File: src/rtl/gb_apu_pkg.sv
// Shared APU frame-sequencer types and step masks.
// Bit N of each mask marks whether step N drives that strobe.
package gb_apu_pkg;

    typedef logic [2:0] seq_step_t;

    localparam logic [7:0] LEN_STEPS   = 8'b0101_0101;
    localparam logic [7:0] SWEEP_STEPS = 8'b0100_0100;
    localparam logic [7:0] ENV_STEPS   = 8'b1000_0000;

    function automatic logic step_hit(input logic [7:0] mask, input seq_step_t s);
        return mask[s];
    endfunction

endpackage

File: src/rtl/gb_apu_div_tick.sv
// 512 Hz tick source: DIV bit-4 falling-edge detector, or an internal
// prescaler when GB_APU_DIV_INTERNAL_EN is defined (div_bit then unused).
module gb_apu_div_tick #(
    parameter int unsigned DIV_RATIO = 8192
) (
    input  logic clk,
    input  logic reset,
    input  logic apu_enable,
    input  logic div_bit,
    output logic tick
);

`ifdef GB_APU_DIV_INTERNAL_EN
    localparam int unsigned CW = (DIV_RATIO > 1) ? $clog2(DIV_RATIO) : 1;
    localparam logic [CW-1:0] LAST = CW'(DIV_RATIO - 1);

    logic [CW-1:0] prescale;

    always_ff @(posedge clk) begin
        if (!reset) begin
            prescale <= '0;
        end else if (!apu_enable) begin
            prescale <= '0;
        end else if (prescale == LAST) begin
            prescale <= '0;
        end else begin
            prescale <= prescale + 1'b1;
        end
    end

    // Fires in the cycle the counter wraps back to zero.
    assign tick = apu_enable && (prescale == LAST);
`else
    logic div_q;

    always_ff @(posedge clk) begin
        if (!reset) begin
            div_q <= 1'b0;
        end else begin
            div_q <= div_bit;
        end
    end

    assign tick = div_q & ~div_bit & apu_enable;
`endif

endmodule

File: src/rtl/gb_apu_frame_sequencer.sv
// Game Boy APU frame sequencer: 8-step counter producing registered
// length/sweep/envelope strobes. Build option: GB_APU_DIV_INTERNAL_EN.
import gb_apu_pkg::*;

module gb_apu_frame_sequencer #(
    parameter int unsigned DIV_RATIO = 8192
) (
    input  logic       clk,
    input  logic       reset,
    input  logic       apu_enable,
    input  logic       div_bit,
    output logic       clk_length_ctr,
    output logic       clk_sweep,
    output logic       clk_envelope,
    output logic [2:0] step,
    output logic       length_skip
);

    logic      tick;
    seq_step_t step_q;
    seq_step_t step_d;
    logic      len_d;
    logic      sweep_d;
    logic      env_d;

    gb_apu_div_tick #(
        .DIV_RATIO (DIV_RATIO)
    ) u_div_tick (
        .clk        (clk),
        .reset      (reset),
        .apu_enable (apu_enable),
        .div_bit    (div_bit),
        .tick       (tick)
    );

    always_comb begin
        step_d  = step_q;
        len_d   = 1'b0;
        sweep_d = 1'b0;
        env_d   = 1'b0;
        if (!apu_enable) begin
            step_d = '0;
        end else if (tick) begin
            len_d   = step_hit(LEN_STEPS, step_q);
            sweep_d = step_hit(SWEEP_STEPS, step_q);
            env_d   = step_hit(ENV_STEPS, step_q);
            step_d  = step_q + 3'd1;
        end
    end

    always_ff @(posedge clk) begin
        if (!reset) begin
            step_q         <= '0;
            clk_length_ctr <= 1'b0;
            clk_sweep      <= 1'b0;
            clk_envelope   <= 1'b0;
        end else begin
            step_q         <= step_d;
            clk_length_ctr <= len_d;
            clk_sweep      <= sweep_d;
            clk_envelope   <= env_d;
        end
    end

    assign step        = step_q;
    assign length_skip = step_q[0];

endmodule

File: config.mk
export PLATFORM = sky130hd
export DESIGN_NAME = gb_apu_frame_sequencer
export DESIGN_NICKNAME = d
export VERILOG_FILES = /design/src/rtl/gb_apu_pkg.sv /design/src/rtl/gb_apu_div_tick.sv /design/src/rtl/gb_apu_frame_sequencer.sv
export SDC_FILE = /design/constraint.sdc
export NUM_CORES = 1
export LEC_CHECK = 0
export BUFFER_PORTS_ARGS = -buffer_cell sky130_fd_sc_hd__buf_2
export CAP_MARGIN = 20
export CORE_AREA = 2 2 39 41
export DETAILED_ROUTE_END_ITERATION = 8
export DIE_AREA = 0 0 41 43
export PLACE_DENSITY = 0.5
export SLEW_MARGIN = 20
export SYNTH_ARGS = -nofsm -noshare
export SYNTH_HDL_FRONTEND = slang
export SYNTH_SLANG_ARGS = --single-unit
File: constraint.sdc
create_clock -name clk -period 2.4 [get_ports clk]
set_input_delay 0.12 -clock clk [delete_from_list [all_inputs] [get_ports clk]]
set_output_delay 0.12 -clock clk [all_outputs]
set_load 0.02 [all_outputs]
==> summary.md, run 1 <==
| Metric | Value |
|---|---|
| Status | finished, final reports clean |
| Clock transition at path regs | 0.05 ns |
| P&R area growth vs syn | 31.8% |
| Slew Viols, Final | 0 |
| Starting DRT DRC Count | 2 |
| Period utilization | between 40% and 50% |
| Main flop type after synthesis | dfxtp_1 |
| Routed vias | 206 |
| Detailed Route WL | about 480 um |
| Share of cells above drive strength 1 | about two fifths |
| Critical path's slowest cell | dfxtp_1 |
| Clk_skew | between 0.004 and 0.005 ns |
| Final Hold Violating Endpoints | 0 |
| VDD IR max | 0.000384 V |
| Setup bufs post-CTS | 0 |
| Initial antenna violation count | 0 |
| Startpoint types | flip-flop |
| # clock sinks | 7 |
| Lkg Pwr | 0.000166 uW |
| Post-synthesis sequential area ratio | between 50% and 60% |
| CTS Buf Count | 3 |
| Row Count | 14 |
| Fraction of registers with async set/reset | 0% |
| Sw Ratio | 22.5% |
| Slowest stage delay, CP | 0.44 ns |
| Worst-path maximum fanout | 7 |
| Die H | 43 um |
| Vias in the first global route | 210 |
| I/O Buffers | 10 |
| Vias per cell | ~3.7 |
| R2R Path Start | step[0]$_SDFFE_PN0P_ |
| Antenna-violating nets left | 0 |
| Net Sw Power | between 50 and 60 uW |
| Reg power frac | between 40% and 50% |
| Worst-Skew Late Latency | about 0.25 ns |
| Clock Tree Buf Depth | 2 |
| Root Driver | clkbuf_4 |
| Register area | between 100 and 150 um2 |
| First-pass GRT wire length | roughly 870 um |
| Most frequent cell after synthesis | dfxtp_1 |
| MaxCap Viol Count | 0 |
| Internal power | 188 uW |
| Multi-input logic area | ~120 um2 |
| Critical path required time | approximately 2.6 ns |
| Worst setup EP type | flip-flop |
| Warnings, synthesis | 0 |
| Worst-margin pin slew | approximately 0.23 ns |
| Fillers | around 150 |
| Fin cells | 56 |
| Critical Path, Cell by Cell | inv_1 > ha_1 > a211oi_2 |
| Hold_buf cts | 0 |
| CTS tree | yes |
| Number of flops mapped to enable cells by yosys | 0 |
| Synth Cell Area | ~280 um2 |
| GRT Residual Overflow | 0 |
| Synth Register Bits | 7 |
| Worst Setup Path Type | reg -> reg |
| Syn Nets | 33 |
| Cells after DPL | 52 |
| Post-cts resize count | 0 |
| Synth top area share | 50.2% |
| Netlist cell types | 14 |
| Die X | 41 um |
| Fmax | about 970 MHz |
| Hold_sp | reset |
| Setup_tns | 0 ns |
| Antenna diodes | 0 |
| Arrival time worst endpoint | approximately 1.2 ns |
| Top delay family on crit path | flip-flops |
| Post-route minimum period | about 1.0 ns |
| Origin of the worst setup path | step[0]$_SDFFE_PN0P_ |
| CTS HTree Levels | 1 |
| Commonest cells post-synth | dfxtp_1, nor2_1, ha_1, inv_1 |
| Clock Power Share | roughly 45% |
| Largest net degree at the start of global routing | 8 |
| Max-slew headroom | 84.5% |
| I/O Pins | 11 |
| Synth top area cells | dfxtp_1, ha_1, nor2_1 |
| Area leader, netlist | dfxtp_1 |
| GPL Wtd Cong | approximately 0.65 |
| Avg Inst Size Synth | ~10 um2 |
| First-pass DRT Iterations | 3 |
| Initial core utilization | 20.2% |
| Comb pwr share | just over 6% |
| DRC viols | 0 |
| Total GRT Usage | 7.96% |
| Final #Nets | 47 |
| DR WL/cell | 8.50 um |
| Worst Hold Class | in -> reg |
| Mapped Cells | 27 |
| Total die area | 1760 um2 |
| RSZ-0062 raised after global routing | false |
| Pwr dens | about 660 nW/um2 |
| WP buf/inv | 1 |
| Core area | between 1000 and 1500 um2 |
| Final setup fails | 0 |
layout make-up:
type,count,area share [%]
flip-flops and latches,7,38.1
multi-input cells,17,33.7
repair buffers,10,13.6
clock buffers,4,7.14
well taps,16,5.44
inverters,2,2.04
worst register-to-register path, cell delays in order, from the launching register on:
cell and delay, ns:
dfxtp_1 0.44, inv_1 0.07, ha_1 0.28, a211oi_2 0.17
through the flow:
step / setup WS (ns) / power [uW] / instance area (um2) / hold WS (ns) / util, %
2_1_floorplan: 1.30 / 131 / 279 / 0.242 / -
6_report: 1.36 / 243 / 368 / 0.104 / 26.6
4_1_cts: 1.35 / 249 / 368 / 0.0983 / 26.6
3_3_place_gp: 1.39 / 138 / 342 / 0.369 / 24.7
3_5_place_dp: 1.36 / 138 / 342 / 0.367 / 24.7
5_1_grt: 1.28 / 258 / 368 / 0.109 / 26.6
flip-flops by register name (all words and copies together), names as in the netlist:
signal	cells
clk_envelope	1
step	3
clk_sweep	1
u_div_tick.div_q	1
clk_length_ctr	1
layout by cell type, fill, tap and decap left out:
master,synthesis,layout
xor2_1,1,1
nand3b_1,1,1
ha_1,2,2
buf_2,0,10
and2_1,1,1
nand3_1,1,1
nor2b_4,1,1
clkbuf_4,0,3
nand2_1,1,1
nor2_1,6,6
xnor2_1,1,1
nand3_2,1,1
clkbuf_1,0,1
dfxtp_1,7,7
inv_1,2,2
a211oi_2,1,1
worst paths after layout:
kind	endpoint	cells after the start	slack, ns
setup / recovery	step[1]$_SDFFE_PN0P_	3	1.36
hold reg to reg	clk_envelope$_SDFF_PN0_	2	0.50
setup reg to reg	step[1]$_SDFFE_PN0P_	3	1.36
hold / removal	u_div_tick.div_q$_SDFF_PN0_	2	0.10
cells by family (layout without fill, tap and decap cells):
family | after synthesis | in the layout | synth area share [%]
AND/OR/NAND/NOR | 12 | 12 | 24.7
flip-flops | 7 | 7 | 50.2
buffers and inverters | 3 | 16 | 5.38
adder cells (fa/ha/maj) | 2 | 2 | 8.97
XOR/XNOR | 2 | 2 | 6.28
AO/OA/AOI/OAI | 1 | 1 | 4.48
power by group through the flow:
| stage | clock (uW) | sequential [uW] | combinational [uW] |
|---|---|---|---|
| floorplan | 0 | 124 | 7.95 |
| global placement | 0 | 122 | 15.2 |
| detailed placement | 0 | 123 | 15.2 |
| CTS | 114 | 120 | 15.2 |
| global route | 120 | 120 | 16.7 |
| finish | 108 | 120 | 14.9 |
metal layers:
layer,wire length (um),GRT usage [%]
met5,0,0
met4,0,0
met3,65,9.42
met2,173,10.0
met1,237,9.42
Power figures use the tool's default switching activity.
==> inputs of run 2 (changes only) <==
- clock period: 2.4 -> 0.99 ns (I/O delays scaled with it)
==> run 2 against run 1 <==
Against the previous run: first-iteration DRC count decreased by 100%; core utilization increased by 1.3 points; total power increased by 140%; cell area increased by 4.8%; worst hold slack got worse by 0.060 ns; register-to-register slack got worse by 1.3 ns; wire length decreased by 1.9%; die area unchanged; critical path depth decreased by 1; clock power increased by 140%.
==> summary.md, run 2 (synthesis results as in run 1) <==
| Metric | Value |
|---|---|
| Status | finished, final reports clean |
| Hold_sp | reset |
| Clock Tree Buf Depth | 2 (unchanged) |
| Detailed Route WL | 467 um (-1.9%) |
| Worst-Skew Late Latency | 0.25 ns (about the same) |
| Starting DRT DRC Count | 0 (-2) |
| Pre-CTS WS | 0.0708 ns (-1.29 ns) |
| Total GRT Usage | 7.85% (-0.10 points) |
| Design Area, Final | 385 um2 (+4.8%) |
| Clock transition at path regs | 0.05 ns (about the same) |
| Fmax | roughly 1100 MHz |
| Worst setup EP type | output pin |
| Share of cells above drive strength 1 | 48.8% (+8.8 points) |
| Max-slew headroom | 90.4% (+5.9 points) |
| Worst Hold Class | in -> reg |
| GRT Residual Overflow | 0 (unchanged) |
| Lkg Pwr | 0.000170 uW (+2.4%) |
| Post-route minimum period | a little over 0.9 ns |
| First-pass DRT Iterations | 1 (-2) |
| Hold_buf cts | 0 (unchanged) |
| I/O Buffers | 10 (unchanged) |
| Minimum hold slack | 0.0442 ns (-0.0601 ns) |
| Placed cell area | 352 um2 (+2.9%) |
| Setup bufs post-CTS | 0 (unchanged) |
| Routed vias | 214 (+3.9%) |
| Startpoint types | flip-flop |
| Root Driver | clkbuf_4 |
| Total die area | 1760 um2 (unchanged) |
| Register area | 148 um2 (+5.4%) |
| Fillers | 152 (+0.66%) |
| Slew Viols, Final | 0 (unchanged) |
| Post-cts resize count | 0 (unchanged) |
| Critical path required time | 0.94 ns (-1.64 ns) |
| R2r setup slk | 0.07 ns (-1.29 ns) |
| Hpwl dp | ~360 um |
| DR WL/cell | 8.19 um (-3.6%) |
| Row Count | 14 (unchanged) |
| CTS Buf Count | 3 (unchanged) |
| Reg2Reg Depth | 3 (unchanged) |
| CTS HTree Levels | 1 (unchanged) |
| Largest net degree at the start of global routing | 6 (-2) |
| CTS tree | yes |
| Vias in the first global route | 215 (+2.4%) |
| Antenna-violating nets left | 0 (unchanged) |
| R2R Path Start | step[0]$_SDFFE_PN0P_ |
| Final Hold Violating Endpoints | 0 (unchanged) |
| Pwr dens | 1500 nW/um2 (+130%) |
| WHS Endpoint | u_div_tick.div_q$_SDFF_PN0_ |
| I/O Pins | 11 (unchanged) |
| Worst-path maximum fanout | 4 (-3) |
| Max reg flops | 3 (unchanged) |
| Final Worst Setup Slack | 0.0565 ns (-1.31 ns) |
| # clock sinks | 7 (unchanged) |
| VDD IR max | 0.000851 V (+120%) |
| Most frequent cells in the layout | buf_2, nor2_1, dfxtp_1, clkbuf_4 |
| Final #Nets | 48 (+2.1%) |
| Hold Crit Depth | 2 (unchanged) |
| Setup_tns | 0 ns (unchanged) |
| MaxCap Viol Count | 0 (unchanged) |
| Antenna diodes | 0 (unchanged) |
| Initial core utilization | 20.2% (unchanged) |
| P&R area growth vs syn | 38.1% |
| Period utilization | between 90 and 100% |
| Most common cell after layout, fill and taps aside | buf_2 |
| Worst-margin pin slew | 0.144 ns (-0.0879 ns) |
| Initial antenna violation count | 0 (unchanged) |
| Core area | 1380 um2 (unchanged) |
| RSZ-0062 raised after global routing | true |
| First-pass GRT wire length | 862 um (-0.81%) |
| Worst Setup Path Type | reg -> out |
| Arrival time worst endpoint | 0.88 ns (-0.34 ns) |
| Final setup fails | 0 (unchanged) |
| Vias per cell | 3.75 (+2.1%) |
| GPL Wtd Cong | 0.714 (+9.6%) |
| Clk_skew | 0.000574 ns (-0.00369 ns) |
| Reg-to-reg endpoint | step[1]$_SDFFE_PN0P_ |
| Die X | 41 um (unchanged) |
| Die H | 43 um (unchanged) |
| Multi-input logic area | 126 um2 (+2.0%) |
| DRC viols | 0 (unchanged) |
-- run 2: cell types whose count changed in the layout (fill, tap and decap cells not counted), sizes merged --
| cell | previous run | this run |
|---|---|---|
| buf | 10 | 11 |
-- run 2: critical path, cell delays in order (launching register included) --
cell and delay [ns]:
dfxtp_4 0.35, buf_4 0.14, buf_2 0.15
-- run 2: area by class of cell --
cell class / instances / share of cell area (%)
multi-input combinational: 17 / 32.8
clock buffer: 4 / 6.82
inverter: 2 / 1.95
sequential: 7 / 38.3
timing repair buffer: 11 / 14.9
tap: 16 / 5.19
-- run 2: through the flow --
stage / utilization (%) / total power (uW) / instances
final: 27.8 / 578 / 57
after global routing: 27.8 / 628 / 57
after CTS: 27.3 / 600 / 57
after detailed placement: 25.4 / 335 / 53
after global placement: 25.4 / 335 / 53
after floorplan: - / 319 / 27
-- run 2: power breakdown --
group	leakage [uW]	total (uW)	switching [uW]	internal, uW
Sequential	0.0000583	286	3.49	283
Clock	0.0000150	254	101	154
Combinational	0.0000969	37.7	20.5	17.2
Total	0.000170	578	125	454
-- run 2: worst max-delay path by stage --
stage	start	slack [ns]	cells after the start	to
6_report	step[0]$_SDFFE_PN0P_	0.06	2	step[0]
5_1_grt	step[0]$_SDFFE_PN0P_	-0.009	3	step[1]$_SDFFE_PN0P_
4_1_cts	step[0]$_SDFFE_PN0P_	0.04	2	step[0]
3_5_place_dp	step[0]$_SDFFE_PN0P_	0.07	3	step[1]$_SDFFE_PN0P_
3_3_place_gp	step[1]$_SDFFE_PN0P_	0.05	4	step[2]$_SDFFE_PN0P_
2_1_floorplan	step[0]$_SDFFE_PN0P_	-0.0008	3	step[1]$_SDFFE_PN0P_
-- run 2: layer usage --
layer	track usage, %	share of wire [%]	vias to the layer above
met1	9.09	42	89
met3	9.95	16	0
li1	-	-	113
met5	0	0	-
met4	0	0	0
met2	9.69	42	12
==> inputs of run 3 (changes only) <==
- clock period: 0.99 -> 1.1 ns (I/O delays scaled with it)
==> run 3 against run 2 <==
Against the previous run: non-clock buffer count down 1; wire length grew 1.7%; critical path depth up 2; setup slack improved by 0.066 ns; clock power down 10%; count of clock-buffer cells in the layout stayed put; die area did not move; combinational power fell by 14%; total power shrank 9.6%; register-to-register slack gained 0.05 ns; first-iteration DRC count unchanged; core utilization shrank 1.2 points; critical endpoint is now step[2]$_SDFFE_PN0P_; largest power group unchanged.
==> summary.md, run 3 (synthesis results as in run 1) <==
| Metric | Value |
|---|---|
| Status | finished, final reports clean |
| Hold_buf cts | 0 (unchanged) |
| Hpwl dp | 349 um (-3.2%) |
| # clock sinks | 7 (unchanged) |
| Total GRT Usage | 6.95% (-0.91 points) |
| MaxCap Viol Count | 0 (unchanged) |
| Critical path required time | 1.24 ns (+0.30 ns) |
| Core area | 1380 um2 (unchanged) |
| Max reg flops | 3 (unchanged) |
| Largest net degree at the start of global routing | 8 (+2) |
| Lkg Pwr | 0.000167 uW (-2.0%) |
| Most common cell after layout, fill and taps aside | buf_2 |
| Vias per cell | 3.63 (-3.4%) |
| Root Driver | clkbuf_4 |
| P&R area growth vs syn | 32.3% |
| Max-slew headroom | 89.4% (-1.0 points) |
| Vias in the first global route | 181 (-16%) |
| Worst setup EP type | flip-flop |
| Final setup fails | 0 (unchanged) |
| Multi-input logic area | 124 um2 (-2.0%) |
| Worst Setup Path Type | reg -> reg |
| Total die area | 1760 um2 (unchanged) |
| GPL Wtd Cong | 0.670 (-6.1%) |
| Setup_tns | 0 ns (unchanged) |
| Clock transition at path regs | 0.05 ns (about the same) |
| Starting DRT DRC Count | 0 (unchanged) |
| Critical path's slowest cell | dfxtp_1 |
| Fin cells | 56 (-1.8%) |
| DR WL/cell | 8.48 um (+3.5%) |
| Startpoint types | flip-flop |
| Period utilization | between 80% and 90% |
| I/O Buffers | 10 (unchanged) |
| Worst-path maximum fanout | 5 (+1) |
| Row Count | 14 (unchanged) |
| First-pass GRT wire length | 731 um (-15%) |
| Placed cell area | 343 um2 (-2.5%) |
| CTS HTree Levels | 1 (unchanged) |
| Detailed Route WL | 475 um (+1.7%) |
| Post-route minimum period | between 0.9 and 1 ns |
| GRT Residual Overflow | 0 (unchanged) |
| I/O Pins | 11 (unchanged) |
| Routed vias | 203 (-5.1%) |
| Worst-Skew Late Latency | 0.25 ns (about the same) |
| Worst-margin pin slew | 0.159 ns (+0.0156 ns) |
| Initial antenna violation count | 0 (unchanged) |
| Slew Viols, Final | 0 (unchanged) |
| Clk_skew | 0.0000648 ns (-0.000509 ns) |
| Overall power | 523 uW (-9.6%) |
| First-pass DRT Iterations | 1 (unchanged) |
| Clock Tree Buf Depth | 2 (unchanged) |
| Antenna-violating nets left | 0 (unchanged) |
| Register area | 141 um2 (-4.2%) |
| Antenna diodes | 0 (unchanged) |
| VDD IR max | 0.000671 V (-21%) |
| Minimum hold slack | 0.0555 ns (+0.0112 ns) |
| RSZ-0062 raised after global routing | false |
| Post-cts resize count | 0 (unchanged) |
| Most frequent cells in the layout | buf_2, nor2_1, dfxtp_1, clkbuf_4 |
| Die H | 43 um (unchanged) |
| Worst Hold Class | in -> reg |
| DRC viols | 0 (unchanged) |
| R2r setup slk | 0.12 ns (+0.05 ns) |
| Fillers | 146 (-3.9%) |
| Final #Nets | 47 (-2.1%) |
| Arrival time worst endpoint | 1.12 ns (+0.24 ns) |
| Pwr dens | 1420 nW/um2 (-5.6%) |
| Cells after DPL | 52 (-1.9%) |
| Slowest stage delay, CP | 0.39 ns (+0.04 ns) |
| Die X | 41 um (unchanged) |
| CTS tree | yes |
| Setup bufs post-CTS | 0 (unchanged) |
| Design Area, Final | 369 um2 (-4.2%) |
| Initial core utilization | 20.2% (unchanged) |
| CTS Buf Count | 3 (unchanged) |
| Share of cells above drive strength 1 | 42.5% (-6.3 points) |
| Fmax | approximately 1000 MHz |
| Critical Path, Cell by Cell | ha_1 > nand3b_1 > xor2_1 > nor2_1 |
| Final Hold Violating Endpoints | 0 (unchanged) |
run 3: cell count changes in the layout (fill, tap and decap cells not counted), sizes merged:
cell	change
buf	-1
run 3: layer usage:
metal  vias up  track usage, %  wire length [um]
met4         0               0                 0
li1        111               -                 -
met1        80            7.79               212
met2        12            8.13               181
met5         -               0                 0
met3         0            9.95                81
run 3: final timing paths:
path / start / end / cells past startpoint
setup / recovery: step[1]$_SDFFE_PN0P_ / step[2]$_SDFFE_PN0P_ / 4
hold / removal: reset / u_div_tick.div_q$_SDFF_PN0_ / 2
setup reg to reg: step[1]$_SDFFE_PN0P_ / step[2]$_SDFFE_PN0P_ / 4
hold reg to reg: step[0]$_SDFFE_PN0P_ / clk_length_ctr$_SDFF_PN0_ / 1
run 3: worst max-delay path: cells and delay by family (launching register included):
kind | cells | cell delay [ns]
AND/OR/NAND/NOR | 2 | 0.15
adder cells (fa/ha/maj) | 1 | 0.18
XOR/XNOR | 1 | 0.15
flip-flops | 1 | 0.39
run 3: layout make-up:
type                    count  area share [%]
flip-flops and latches      7            38.3
multi-input cells          17            33.6
repair buffers             10            13.6
clock buffers               4            7.12
well taps                  16            5.42
inverters                   2            2.03
run 3: report_power, final:
part | internal (uW) | leakage, uW | switching (uW)
Combinational | 14.5 | 0.0000945 | 18.1
Clock | 138 | 0.0000150 | 90.0
Sequential | 259 | 0.0000573 | 3.81
Total | 411 | 0.000167 | 112
run 3: stage by stage:
step | util, % | setup slack (ns)
3_5_place_dp | 24.8 | 0.140
2_1_floorplan | - | 0.0706
5_1_grt | 26.7 | 0.0334
6_report | 26.7 | 0.123
4_1_cts | 26.7 | 0.119
3_3_place_gp | 24.8 | 0.148
